--- config.mk ---
export PLATFORM = sky130hd
export DESIGN_NAME = decode_queue_flat
export DESIGN_NICKNAME = d
export VERILOG_FILES = /design/src/rtl/decode_queue_if.sv /design/src/rtl/decode_queue.sv /design/src/flat_wrapper.sv
export SDC_FILE = /design/constraint.sdc
export NUM_CORES = 1
export LEC_CHECK = 0
export BUFFER_PORTS_ARGS = -buffer_cell sky130_fd_sc_hd__buf_2
export CORE_MARGIN = 3
export CORE_UTILIZATION = 35
export DETAILED_ROUTE_END_ITERATION = 16
export PLACE_DENSITY = 0.52
export SLEW_MARGIN = 5
export SYNTH_ARGS = -nofsm -noshare
export SYNTH_HDL_FRONTEND = slang
export SYNTH_SLANG_ARGS = --single-unit
--- constraint.sdc ---
create_clock -name clk -period 4.6 [get_ports clk]
set_clock_uncertainty 0.05 [all_clocks]
set_input_delay 0.92 -clock clk [delete_from_list [all_inputs] [get_ports clk]]
set_output_delay 0.92 -clock clk [all_outputs]
set_load 0.005 [all_outputs]
--- src/rtl/decode_queue_if.sv ---
// Handshake and decoded-field bundle between the IF/ID register, the decode queue and ID/EX.
interface decode_queue_if #(
  parameter int unsigned DEPTH = 4
) ();
  localparam int unsigned LVL_W = $clog2(DEPTH + 1);

  logic              flush;
  logic              in_valid;
  logic              in_ready;
  logic [31:0]       in_instr;
  logic [31:0]       in_pc;
  logic              out_valid;
  logic              out_ready;
  logic [31:0]       out_pc;
  logic [31:0]       imm;
  logic              imm_en;
  logic [6:0]        op;
  logic [2:0]        funct3;
  logic [7:0]        funct7;
  logic [4:0]        rd_addr;
  logic              rd_en;
  logic [4:0]        rs1_addr;
  logic              rs1_en;
  logic [4:0]        rs2_addr;
  logic              rs2_en;
  logic [4:0]        mem_op;
  logic              jump_en;
  logic              muldiv;
  logic              illegal;
  logic [LVL_W-1:0]  level;

  modport master (
    output flush, in_valid, in_instr, in_pc, out_ready,
    input  in_ready, out_valid, out_pc, imm, imm_en, op, funct3, funct7,
           rd_addr, rd_en, rs1_addr, rs1_en, rs2_addr, rs2_en, mem_op,
           jump_en, muldiv, illegal, level
  );

  modport slave (
    input  flush, in_valid, in_instr, in_pc, out_ready,
    output in_ready, out_valid, out_pc, imm, imm_en, op, funct3, funct7,
           rd_addr, rd_en, rs1_addr, rs1_en, rs2_addr, rs2_en, mem_op,
           jump_en, muldiv, illegal, level
  );
endinterface

--- src/rtl/decode_queue.sv ---
// RV32I(+M) decoder feeding a DEPTH-entry FIFO of decoded bundles; fields come straight
// from the head entry register, so an instruction pushed at one edge is visible after it.
module decode_queue #(
  parameter int unsigned DEPTH = 4,
  parameter bit          EN_M  = 1'b0
) (
  input  logic          clk,
  input  logic          rst_n,
  decode_queue_if.slave bus
);
  localparam int unsigned PTR_W = $clog2(DEPTH);
  localparam int unsigned LVL_W = $clog2(DEPTH + 1);
  localparam logic [4:0]  MEM_NONE = 5'b00111;

  typedef struct packed {
    logic [31:0] pc;
    logic [31:0] imm;
    logic        imm_en;
    logic [6:0]  op;
    logic [2:0]  funct3;
    logic [7:0]  funct7;
    logic [4:0]  rd_addr;
    logic        rd_en;
    logic [4:0]  rs1_addr;
    logic        rs1_en;
    logic [4:0]  rs2_addr;
    logic        rs2_en;
    logic [4:0]  mem_op;
    logic        jump_en;
    logic        muldiv;
    logic        illegal;
  } entry_t;

  entry_t           mem_q [DEPTH];
  entry_t           dec_c;
  logic [PTR_W-1:0] wr_ptr_q, wr_ptr_d;
  logic [PTR_W-1:0] rd_ptr_q, rd_ptr_d;
  logic [LVL_W-1:0] level_q, level_d;
  logic             push_c, pop_c, in_ready_c, out_valid_c;
  logic [31:0]      ins;
  logic             rd_nz, rs1_nz;

  assign ins    = bus.in_instr;
  assign rd_nz  = (ins[11:7] != 5'd0);
  assign rs1_nz = (ins[19:15] != 5'd0);

  // Instruction decode; illegal encodings are still queued so the trap stays in order.
  always_comb begin
    dec_c          = '0;
    dec_c.pc       = bus.in_pc;
    dec_c.op       = ins[6:0];
    dec_c.funct3   = ins[14:12];
    dec_c.funct7   = {1'b0, ins[31:25]};
    dec_c.rd_addr  = ins[11:7];
    dec_c.rs1_addr = ins[19:15];
    dec_c.rs2_addr = ins[24:20];
    dec_c.mem_op   = MEM_NONE;
    unique case (ins[6:0])
      7'b0110011: begin
        dec_c.rd_en  = rd_nz;
        dec_c.rs1_en = rs1_nz;
        dec_c.rs2_en = 1'b1;
        if (ins[31:25] == 7'b0000001) begin
          if (EN_M) dec_c.muldiv  = 1'b1;
          else      dec_c.illegal = 1'b1;
        end
      end
      7'b0010011, 7'b0000011, 7'b1100111: begin
        dec_c.imm     = {{20{ins[31]}}, ins[31:20]};
        dec_c.imm_en  = 1'b1;
        dec_c.rd_en   = rd_nz;
        dec_c.rs1_en  = rs1_nz;
        dec_c.jump_en = (ins[6:0] == 7'b1100111);
        if (ins[6:0] == 7'b0000011) begin
          if (ins[14:12] inside {3'b000, 3'b001, 3'b010, 3'b100, 3'b101})
            dec_c.mem_op = {1'b0, 1'b1, ins[14:12]};
          else
            dec_c.illegal = 1'b1;
        end
      end
      7'b0100011: begin
        dec_c.imm    = {{20{ins[31]}}, ins[31:25], ins[11:7]};
        dec_c.imm_en = 1'b1;
        dec_c.rs1_en = rs1_nz;
        dec_c.rs2_en = 1'b1;
        if (ins[14:12] inside {3'b000, 3'b001, 3'b010})
          dec_c.mem_op = {1'b1, 1'b0, ins[14:12]};
        else
          dec_c.illegal = 1'b1;
      end
      7'b1100011: begin
        dec_c.imm     = {{19{ins[31]}}, ins[31], ins[7], ins[30:25], ins[11:8], 1'b0};
        dec_c.imm_en  = 1'b1;
        dec_c.rs1_en  = rs1_nz;
        dec_c.rs2_en  = 1'b1;
        dec_c.jump_en = 1'b1;
      end
      7'b0110111, 7'b0010111: begin
        dec_c.imm    = {ins[31:12], 12'd0};
        dec_c.imm_en = 1'b1;
        dec_c.rd_en  = rd_nz;
      end
      7'b1101111: begin
        dec_c.imm     = {{11{ins[31]}}, ins[31], ins[19:12], ins[20], ins[30:21], 1'b0};
        dec_c.imm_en  = 1'b1;
        dec_c.rd_en   = rd_nz;
        dec_c.jump_en = 1'b1;
      end
      7'b0001111, 7'b1110011: ;
      default: dec_c.illegal = 1'b1;
    endcase
    if (dec_c.illegal) begin
      dec_c.imm_en  = 1'b0;
      dec_c.rd_en   = 1'b0;
      dec_c.rs1_en  = 1'b0;
      dec_c.rs2_en  = 1'b0;
      dec_c.jump_en = 1'b0;
      dec_c.muldiv  = 1'b0;
      dec_c.mem_op  = MEM_NONE;
    end
  end

  assign in_ready_c  = (level_q != LVL_W'(DEPTH));
  assign out_valid_c = (level_q != '0);
  assign push_c      = bus.in_valid & in_ready_c;
  assign pop_c       = out_valid_c & bus.out_ready;

  // Pointer/occupancy update; flush overrides any same-cycle push or pop.
  always_comb begin
    wr_ptr_d = wr_ptr_q;
    rd_ptr_d = rd_ptr_q;
    level_d  = level_q;
    if (bus.flush) begin
      wr_ptr_d = '0;
      rd_ptr_d = '0;
      level_d  = '0;
    end else begin
      if (push_c) wr_ptr_d = wr_ptr_q + PTR_W'(1);
      if (pop_c)  rd_ptr_d = rd_ptr_q + PTR_W'(1);
      if (push_c && !pop_c)      level_d = level_q + LVL_W'(1);
      else if (pop_c && !push_c) level_d = level_q - LVL_W'(1);
    end
  end

  always_ff @(posedge clk or negedge rst_n) begin
    if (!rst_n) begin
      wr_ptr_q <= '0;
      rd_ptr_q <= '0;
      level_q  <= '0;
    end else begin
      wr_ptr_q <= wr_ptr_d;
      rd_ptr_q <= rd_ptr_d;
      level_q  <= level_d;
    end
  end

  always_ff @(posedge clk or negedge rst_n) begin
    if (!rst_n) begin
      for (int i = 0; i < DEPTH; i++) mem_q[i] <= '0;
    end else if (push_c && !bus.flush) begin
      mem_q[wr_ptr_q] <= dec_c;
    end
  end

  assign bus.in_ready  = in_ready_c;
  assign bus.out_valid = out_valid_c;
  assign bus.level     = level_q;
  assign bus.out_pc    = mem_q[rd_ptr_q].pc;
  assign bus.imm       = mem_q[rd_ptr_q].imm;
  assign bus.imm_en    = mem_q[rd_ptr_q].imm_en;
  assign bus.op        = mem_q[rd_ptr_q].op;
  assign bus.funct3    = mem_q[rd_ptr_q].funct3;
  assign bus.funct7    = mem_q[rd_ptr_q].funct7;
  assign bus.rd_addr   = mem_q[rd_ptr_q].rd_addr;
  assign bus.rd_en     = mem_q[rd_ptr_q].rd_en;
  assign bus.rs1_addr  = mem_q[rd_ptr_q].rs1_addr;
  assign bus.rs1_en    = mem_q[rd_ptr_q].rs1_en;
  assign bus.rs2_addr  = mem_q[rd_ptr_q].rs2_addr;
  assign bus.rs2_en    = mem_q[rd_ptr_q].rs2_en;
  assign bus.mem_op    = mem_q[rd_ptr_q].mem_op;
  assign bus.jump_en   = mem_q[rd_ptr_q].jump_en;
  assign bus.muldiv    = mem_q[rd_ptr_q].muldiv;
  assign bus.illegal   = mem_q[rd_ptr_q].illegal;
endmodule

--- src/flat_wrapper.sv ---
// flat-port wrapper written by rule: the top's interface ports become plain ports
module decode_queue_flat 
#(
  parameter int unsigned DEPTH = 4,
  parameter bit          EN_M  = 1'b0
)
  (clk, rst_n, bus_flush, bus_in_valid, bus_in_instr, bus_in_pc, bus_out_ready, bus_in_ready, bus_out_valid, bus_out_pc, bus_imm, bus_imm_en, bus_op, bus_funct3, bus_funct7, bus_rd_addr, bus_rd_en, bus_rs1_addr, bus_rs1_en, bus_rs2_addr, bus_rs2_en, bus_mem_op, bus_jump_en, bus_muldiv, bus_illegal, bus_level);
  decode_queue_if #(.DEPTH(DEPTH)) bus_i ();
  input  logic clk;
  input  logic rst_n;
  input wire logic [$bits(bus_i.flush)-1:0] bus_flush;
  input wire logic [$bits(bus_i.in_valid)-1:0] bus_in_valid;
  input wire logic [$bits(bus_i.in_instr)-1:0] bus_in_instr;
  input wire logic [$bits(bus_i.in_pc)-1:0] bus_in_pc;
  input wire logic [$bits(bus_i.out_ready)-1:0] bus_out_ready;
  output wire logic [$bits(bus_i.in_ready)-1:0] bus_in_ready;
  output wire logic [$bits(bus_i.out_valid)-1:0] bus_out_valid;
  output wire logic [$bits(bus_i.out_pc)-1:0] bus_out_pc;
  output wire logic [$bits(bus_i.imm)-1:0] bus_imm;
  output wire logic [$bits(bus_i.imm_en)-1:0] bus_imm_en;
  output wire logic [$bits(bus_i.op)-1:0] bus_op;
  output wire logic [$bits(bus_i.funct3)-1:0] bus_funct3;
  output wire logic [$bits(bus_i.funct7)-1:0] bus_funct7;
  output wire logic [$bits(bus_i.rd_addr)-1:0] bus_rd_addr;
  output wire logic [$bits(bus_i.rd_en)-1:0] bus_rd_en;
  output wire logic [$bits(bus_i.rs1_addr)-1:0] bus_rs1_addr;
  output wire logic [$bits(bus_i.rs1_en)-1:0] bus_rs1_en;
  output wire logic [$bits(bus_i.rs2_addr)-1:0] bus_rs2_addr;
  output wire logic [$bits(bus_i.rs2_en)-1:0] bus_rs2_en;
  output wire logic [$bits(bus_i.mem_op)-1:0] bus_mem_op;
  output wire logic [$bits(bus_i.jump_en)-1:0] bus_jump_en;
  output wire logic [$bits(bus_i.muldiv)-1:0] bus_muldiv;
  output wire logic [$bits(bus_i.illegal)-1:0] bus_illegal;
  output wire logic [$bits(bus_i.level)-1:0] bus_level;
  assign bus_i.flush = bus_flush;
  assign bus_i.in_valid = bus_in_valid;
  assign bus_i.in_instr = bus_in_instr;
  assign bus_i.in_pc = bus_in_pc;
  assign bus_i.out_ready = bus_out_ready;
  assign bus_in_ready = bus_i.in_ready;
  assign bus_out_valid = bus_i.out_valid;
  assign bus_out_pc = bus_i.out_pc;
  assign bus_imm = bus_i.imm;
  assign bus_imm_en = bus_i.imm_en;
  assign bus_op = bus_i.op;
  assign bus_funct3 = bus_i.funct3;
  assign bus_funct7 = bus_i.funct7;
  assign bus_rd_addr = bus_i.rd_addr;
  assign bus_rd_en = bus_i.rd_en;
  assign bus_rs1_addr = bus_i.rs1_addr;
  assign bus_rs1_en = bus_i.rs1_en;
  assign bus_rs2_addr = bus_i.rs2_addr;
  assign bus_rs2_en = bus_i.rs2_en;
  assign bus_mem_op = bus_i.mem_op;
  assign bus_jump_en = bus_i.jump_en;
  assign bus_muldiv = bus_i.muldiv;
  assign bus_illegal = bus_i.illegal;
  assign bus_level = bus_i.level;
  decode_queue #(.DEPTH(DEPTH), .EN_M(EN_M)) u_core (.clk(clk), .rst_n(rst_n), .bus(bus_i));
endmodule
-- Word-level counts from Yosys, hierarchy flattened
Index checks and enable logic that the tools add are counted.
- add/sub/neg operators: 4
- order comparisons: 3
- eq/ne operators: 17
- multiplexer cells: 31
- bitwise logic cells: 4
- reductions and logical operators: 23
- operator list (operator ; number):
    $bwmux 436 ; 1
    $mux 109 ; 3
    $bmux 109 s2 ; 1
    $demux 109 s2 ; 1
    $pmux 33 s5 ; 1
    $eq 7x7->1 const B ; 4
    $eq 7x6->1 const B ; 3
    $reduce_bool 5->1 ; 3
    $eq 7x5->1 const B ; 2
    $reduce_or 6->1 ; 2
    $mux 1 ; 10
    $mux 5 ; 2
    $pmux 5 s2 ; 1
    $mux 3 ; 3
    $reduce_bool 3->1 ; 3
    $mux 2 ; 4
    $mux 8 ; 1
    $eq 7x1->1 const B ; 1
    $eq 7x2->1 const B ; 1
    $eq 7x4->1 const B ; 1
    $reduce_or 7->1 ; 1
    $eq 3x3->1 const B ; 2
    $ge 3x3->1 const B ; 2
    $not 2->3 ; 2
    17 further kinds ; 27
- register bits after elaboration: 443
- bits of input ports: 69
- output and inout port bits: 114
- logic and storage cells: 149

-- Logic depth before layout (Yosys ltp)
Gate-level depths: netlist (run 1).
- depth after elaboration: 7
- depth in mapped cells: 9
- depth with buffers taken out: 5

-- Worst setup path after synthesis (run 1)
No wires, ideal clock.
- path kind: register to output
- start point: register u_core.rd_ptr_q[0]
- end point: output bus_out_pc[23]
- arrival time: 1589 ps
- data required time: 3630 ps
- setup slack: 2041 ps
- cell stages (with the launch flop): 5
- buffers on the path: 3
- cell sequence: dfrtp_1 > buf_2 > buf_2 > buf_2 > mux4_2
- word-level cells in the longest chain between the ends: 4
- RTL lines (item ; RTL line ; source):
    from (decl) ; decode_queue.sv:37 ; logic [PTR_W-1:0] rd_ptr_q, rd_ptr_d;
    from (signal assigned) ; decode_queue.sv:152 ; rd_ptr_q <= rd_ptr_d;
    $not 2->3 (implied by the code) ; decode_queue.sv:168 ; assign bus.out_pc = mem_q[rd_ptr_q].pc;
    $bmux 109 s2 ; decode_queue.sv:168 ;
    $mux 109 (2 in a row) ; -- ;
    to (decl) ; flat_wrapper.sv:18 ; output wire logic [$bits(bus_i.out_pc)-1:0] bus_out_pc;
No other way between the ends. The select of a mux whose other input is x is not followed.

-- Worst setup path after layout (run 1)
- start point: register u_core.rd_ptr_q[1]
- end point: output bus_mem_op[4]
- word-level cells in the longest chain between the ends: 4
- RTL lines (item ; RTL line ; source):
    $not 2->3 (implied by the code) ; decode_queue.sv:180 ; assign bus.mem_op = mem_q[rd_ptr_q].mem_op;
    $bmux 109 s2 ; decode_queue.sv:180 ;
    $mux 109 (2 in a row) ; -- ;
    to (decl) ; flat_wrapper.sv:30 ; output wire logic [$bits(bus_i.mem_op)-1:0] bus_mem_op;
No other way between the ends. The select of a mux whose other input is x is not followed.

==> results by group, run 1 <==
Logic synthesis
  – Unique masters post-synth: 66
  – Asr flop ratio synth: 100%
  – Dominant synthesized flop cell: dfrtp_1
  – Register bit count reported by yosys: 435
  – EDFF count, synth: 0
  – Cells after Synth: 1,885
  – Seq/Total Area, Yosys: 55.4%
  – Ys Warns: 0
  – Mapped Avg Cell Area: 10.4 um^2
  – Post-Syn Area: 19,700 um^2

Drt
  – Initial DRC Count: 1,043
  – Routed WL: 57,800 um
  – # DRC: 0
  – Vias per inst: 5.17
  – Drt pass-1 iters: 7
  – Avg WL per Cell: 20.6 um
  – Routed vias: 14,500
  – Antenna-violating nets left: 0

Worst setup path
  – Setup crit end kind: primary output
  – Critical path arrival: 2.61 ns
  – Critical path class: reg2out
  – CP required: 3.63 ns
  – CP max FO: 43
  – Critical Path Start Type: register

Layout
  – Finished layout cell area: 23,000 um^2
  – Nets: 2,093
  – Final core occ: 41.7%
  – Non-filler cells, final: 2,807
  – Synth-to-layout area growth: 17.2%
  – Layout cells sized above 1: 22.8%
  – Fill count: 5,354

STA
  – Tmin final: 3.58 ns
  – Worst-margin pin slew: 1.02 ns
  – Tcrit/Tclk final: 77.8%
  – Final setup viols: 0
  – Fmax: 280 MHz
  – Final Max Tran Viols: 0
  – Setup TNS: 0 ns
  – Hold Vio Cnt, Final: 0
  – RSZ-0062 raised after global routing: no
  – Final WS setup: 1.02 ns
  – Slew headroom: 32.0%
  – Hold Slack: 0.327 ns

Place
  – Placed inst area: 21,300 um^2
  – Post-DP HPWL: 36,000 um
  – DP Worst Slack: 1.42 ns
  – Placed insts: 2,715
  – Routability cong.: 0.793
  – I/O Buffers: 180

GRT
  – Initial antenna violation count: 3
  – First-pass GRT wire length: 90,000 um
  – Pin count of the biggest net entering global routing: 107
  – Vias in the first global route: 14,900
  – Global route overflow: 0
  – Tot GR Track Use: 19.6%

Clock tree
  – # H-tree levels: 2
  – CTS tree: yes
  – Post-CTS Setup Bufs: 0
  – Worst-Skew Late Latency: 0.57 ns
  – Post-CTS Resized: 0
  – Clk sinks: 435
  – CTS Hold Buffers Added: 0
  – Clock Path Buffers: 3
  – Clock slew at reported path FFs: 0.06 ns
  – TritonCTS Buffers: 50
  – Clock root cell: clkbuf_16

Floorplan
  – I/O pins: 183
  – Die width: 243 um
  – Die footprint: 59,000 um^2
  – Cell Rows: 86
  – Die H: 243 um
  – Core ar.: 55,300 um^2
  – Initial Util: 35.5%

Worst hold path
  – Hold Path Class: in2async

Run status
  – Run status: completed

Power and ir drop
  – Lkg Pwr: 11.3 nW
  – Peak supply drop: 0.301 mV
  – PwrDens: 636 nW/um^2
  – Tot Pwr: 14.7 mW

Run
  – Max Cap Viol: 0
layout by cell type, fill, tap and decap left out, types with 7 or more instances in the layout:
master and instances:
a21oi_1 11, nand2_1 834, buf_12 9, clkbuf_8 11, mux4_2 107, nor3_1 7
nand3_1 7, a211o_1 9, clkinv_2 10, nor2_1 59, dfrtp_1 433, o21ai_0 47
and2_1 10, and3_1 8, mux2_4 7, buf_4 30, clkbuf_1 9, o22a_1 21
clkbuf_16 51, buf_2 179, mux2_2 34, a31oi_1 51, o21a_1 9
critical path, cell delays in order (launching register included):
cell and delay [ns]:
dfrtp_4 0.97, buf_4 0.46, mux4_2 0.43, buf_2 0.16
final timing paths:
check / start / endpoint / slack [ns] / depth (start not counted)
worst min-delay path: rst_n / u_core.mem_q[92] / 0.33 / 1
worst min register to register: u_core.mem_q[98] / u_core.mem_q[98] / 0.42 / 2
worst max-delay path: u_core.rd_ptr_q[1] / bus_mem_op[4] / 1.02 / 3
min in group clk: u_core.mem_q[98] / u_core.mem_q[98] / 0.42 / 2
max in group asynchronous: rst_n / u_core.mem_q[60] / 3.11 / 2
worst max register to register: u_core.bus.level[2] / u_core.mem_q[232] / 2.09 / 4
state kept, by name, indices dropped and copies added (netlist names):
name	cells
u_core.wr_ptr_q	2
u_core.bus.level	3
u_core.rd_ptr_q	2
u_core.mem_q	428
cell families after synthesis:
logic type	Yosys count	share of synthesized area, %
flip-flops	435	55.4
AO/OA/AOI/OAI	182	6.17
multiplexers	150	14.8
AND/OR/NAND/NOR	965	19.6
other	1	0.0191
XOR/XNOR	3	0.134
adder cells (fa/ha/maj)	5	0.356
buffers and inverters	144	3.53
layer usage:
metal | vias up | part of all wire (%) | track usage [%]
met5 | - | 0.022 | 0
met4 | 2 | 1.7 | 5.03
met3 | 66 | 4.8 | 2.85
met2 | 397 | 49 | 32.9
met1 | 7444 | 44 | 26.7
li1 | 6601 | - | -
cell usage after synthesis, types with 6 or more instances:
library cell    n  area, um^2
nand2_1       834        3130
dfrtp_1       435       10900
mux4_2        107        2410
buf_2          78         390
nor2_1         59         221
a31oi_1        51         319
o21ai_0        47         235
clkbuf_1       42         158
mux2_2         34         383
o22a_1         21         184
a21oi_1        11        55.1
and3_1         11        68.8
and2_1         10        62.6
a211o_1         9        78.8
buf_1           9        33.8
nand3_1         9        45.0
o21a_1          9        67.6
mux2_4          7         105
nor3_1          7        35.0
buf_6           6        67.6
inv_1           6        22.5
area by class of cell:
cell class	instances	area, um^2	share of cell area, %
flip-flops and latches	435	10900	47.3
repair buffers	219	1320	5.71
clock inverters	20	275	1.19
inverters	6	22.5	0.0977
diodes	1	2.50	0.0109
multi-input cells	1307	8140	35.3
clock buffers	71	1460	6.34
well taps	748	936	4.06
where the power goes:
group | leakage, nW | internal, mW | switching [mW]
clock | 0.861 | 2.55 | 1.65
combinational | 4.79 | 2.19 | 2.18
sequential | 5.64 | 5.26 | 0.822
total | 11.3 | 10.0 | 4.66
No activity file was read; power rests on OpenSTA's default activity.
==> run 2: changes to the inputs <==
==> constraint.sdc (replaced) <==
create_clock -name clk -period 3.72 [get_ports clk]
set_clock_uncertainty 0.05 [all_clocks]
set_input_delay 0.744 -clock clk [delete_from_list [all_inputs] [get_ports clk]]
set_output_delay 0.744 -clock clk [all_outputs]
set_load 0.005 [all_outputs]
==> run 2 against run 1 <==
Against the previous run:
- wire length is 0.65% higher
- worst setup slack got worse by 0.48 ns
- global-route usage rose by 0.19 points
- non-clock buffer count is 18 higher
- register-to-register slack worse by 0.73 ns
- via count fell by 0.33%
- first-iteration DRC count grew 3.5%
- combinational power is 26% higher
- clock power increased by 9.0%
- sequential power grew 23%
==> results by group, run 2 (same netlist as run 1, synthesis figures left out) <==
Run status
  – Run status: completed

STA
  – Setup TNS: 0 ns (unchanged)
  – Final Max Tran Viols: 0 (unchanged)
  – Fmax: 315 MHz
  – Tcrit/Tclk final: 85.4%
  – Slew headroom: 41.2% (+9.3 points)
  – Tmin final: 3.18 ns
  – Final setup viols: 0 (unchanged)
  – RSZ-0062 raised after global routing: no
  – Hold Vio Cnt, Final: 0 (unchanged)
  – Worst-margin pin slew: 0.873 ns (-0.147 ns)

Drt
  – Vias per inst: 5.13 (-0.76%)
  – Routed vias: 14,500 (-0.33%)
  – Initial DRC Count: 1,079 (+3.5%)
  – Avg WL per Cell: 20.6 um (+0.22%)
  – Routed WL: 58,200 um (+0.65%)
  – # DRC: 0 (unchanged)
  – Antenna-violating nets left: 0 (unchanged)
  – Drt pass-1 iters: 5 (-2)

Layout
  – Layout cells sized above 1: 23.1% (+0.29 points)
  – Finished layout cell area: 23,000 um^2 (-0.34%)
  – Largest Register: u_core.mem_q
  – Nets: 2,110 (+0.81%)
  – Most frequent cells in the layout: 834 x nand2_1, 433 x dfrtp_1, 179 x buf_2
  – Fill count: 5,440 (+1.6%)
  – Commonest non-fill, non-tap cell in the layout: nand2_1
  – Max reg flops: 428 (unchanged)
  – Synth-to-layout area growth: 16.8%

Power and ir drop
  – Switch share: 32.4% (+0.65 points)
  – Reg power frac: 42.6% (+1.1 points)
  – PwrDens: 766 nW/um^2 (+20%)
  – Comb pwr share: 31.4% (+1.5 points)
  – Peak supply drop: 0.360 mV (+20%)
  – Clock share of power: 26.0% (-2.7 points)
  – NetSw: 5.71 mW (+22%)
  – Lkg Pwr: 11.3 nW (about the same)
  – Int Pwr: 11.9 mW (+19%)

Worst setup path
  – CP max FO: 15 (-65%)
  – Crit path from: u_core.rd_ptr_q[0]
  – Setup crit end kind: primary output
  – Reg2Reg Setup Slack: 1.36 ns (-0.73 ns)
  – R2r worst-path depth: 5 (+1)
  – Reg-to-Reg End: u_core.bus.level[2]
  – CP required: 2.93 ns (-0.70 ns)
  – CP endpoint: bus_imm_en
  – Critical path arrival: 2.38 ns (-0.23 ns)
  – Critical path class: reg2out
  – Reg2Reg Launch Point: u_core.bus.level[1]
  – Critical Path Start Type: register

Worst hold path
  – Hold Path Class: in2async

GRT
  – Global route overflow: 0 (unchanged)
  – Tot GR Track Use: 19.8% (+0.19 points)
  – Initial antenna violation count: 6 (+3)
  – Pin count of the biggest net entering global routing: 78 (-27%)
  – First-pass GRT wire length: 91,000 um (+1.2%)
  – Vias in the first global route: 14,800 (-0.60%)

Clock tree
  – Clock slew at reported path FFs: 0.06 ns (about the same)
  – Post-CTS Resized: 0 (unchanged)
  – Clock Path Buffers: 3 (unchanged)
  – Clk sinks: 435 (unchanged)
  – CTS Hold Buffers Added: 0 (unchanged)
  – Post-CTS Setup Bufs: 0 (unchanged)
  – Worst-Skew Late Latency: 0.58 ns (about the same)
  – CTS tree: yes
  – Clock root cell: clkbuf_16
  – # H-tree levels: 2 (unchanged)
  – TritonCTS Buffers: 49 (-2.0%)

Place
  – I/O Buffers: 180 (unchanged)
  – Post-DP HPWL: 37,400 um (+4.0%)
  – Routability cong.: 0.802 (+1.1%)
  – Placed inst area: 21,500 um^2 (+0.69%)

Floorplan
  – Core ar.: 55,300 um^2 (unchanged)
  – Die width: 243 um (unchanged)
  – Die footprint: 59,000 um^2 (unchanged)
  – Cell Rows: 86 (unchanged)
  – Die H: 243 um (unchanged)
  – Initial Util: 35.5% (unchanged)
  – I/O pins: 183 (unchanged)

Run
  – Max Cap Viol: 0 (unchanged)
==> run 2: how the worst min path moves through the flow <==
stage	start	end	slack, ns	depth (start not counted)
after global routing	rst_n	u_core.mem_q[425]	0.12	1
after floorplan	u_core.mem_q[123]	u_core.mem_q[123]	0.39	2
after detailed placement	u_core.mem_q[25]	u_core.mem_q[25]	0.41	2
after CTS	rst_n	u_core.mem_q[425]	0.09	1
final	rst_n	u_core.mem_q[425]	0.08	1
after global placement	u_core.mem_q[88]	u_core.mem_q[88]	0.40	2
==> run 2: final cells by class <==
type | count | area, um^2 | share of cell area, %
sequential | 435 | 10900 | 47.4
multi-input combinational | 1307 | 8140 | 35.4
timing repair buffer | 237 | 1460 | 6.37
clock buffer | 70 | 1420 | 6.16
tap | 748 | 936 | 4.08
clock inverter | 12 | 88.8 | 0.387
inverter | 6 | 22.5 | 0.0981
antenna | 4 | 10.0 | 0.0436
==> run 2: worst max-delay path, stage by stage (launching register included) <==
cell	delay [ns]
dfrtp_4	0.64
buf_4	0.39
mux4_2	0.59
buf_2	0.15
==> run 2: through the flow <==
| step | hold slack, ns | total power, mW | worst slack, ns | utilization [%] | instances |
|---|---|---|---|---|---|
| finish | 0.0846 | 17.6 | 0.543 | 41.5 | 2819 |
| global route | 0.116 | 18.8 | 0.414 | 41.5 | 2818 |
| detailed placement | 0.407 | 13.2 | 0.937 | 38.8 | 2733 |
| floorplan | 0.388 | 10.9 | 1.34 | - | 1886 |
| global placement | 0.403 | 13.0 | 0.904 | 38.8 | 2733 |
| CTS | 0.0859 | 17.9 | 0.463 | 41.5 | 2815 |
==> run 2: power by group through the flow <==
stage | Combinational (mW) | Sequential, mW | Clock [mW]
floorplan | 3.68 | 7.18 | 0
global placement | 5.53 | 7.49 | 0
detailed placement | 5.64 | 7.56 | 0
CTS | 5.66 | 7.49 | 4.71
global route | 6.16 | 7.71 | 4.89
finish | 5.53 | 7.50 | 4.58
==> run 2: routing by layer <==
layer / vias to the layer above / wire, um / global-route usage, %
li1: 6640 / - / -
met1: 7378 / 25700 / 27.0
met2: 371 / 28500 / 33.0
met3: 69 / 3070 / 3.58
met4: 4 / 881 / 4.48
met5: - / 18 / 0
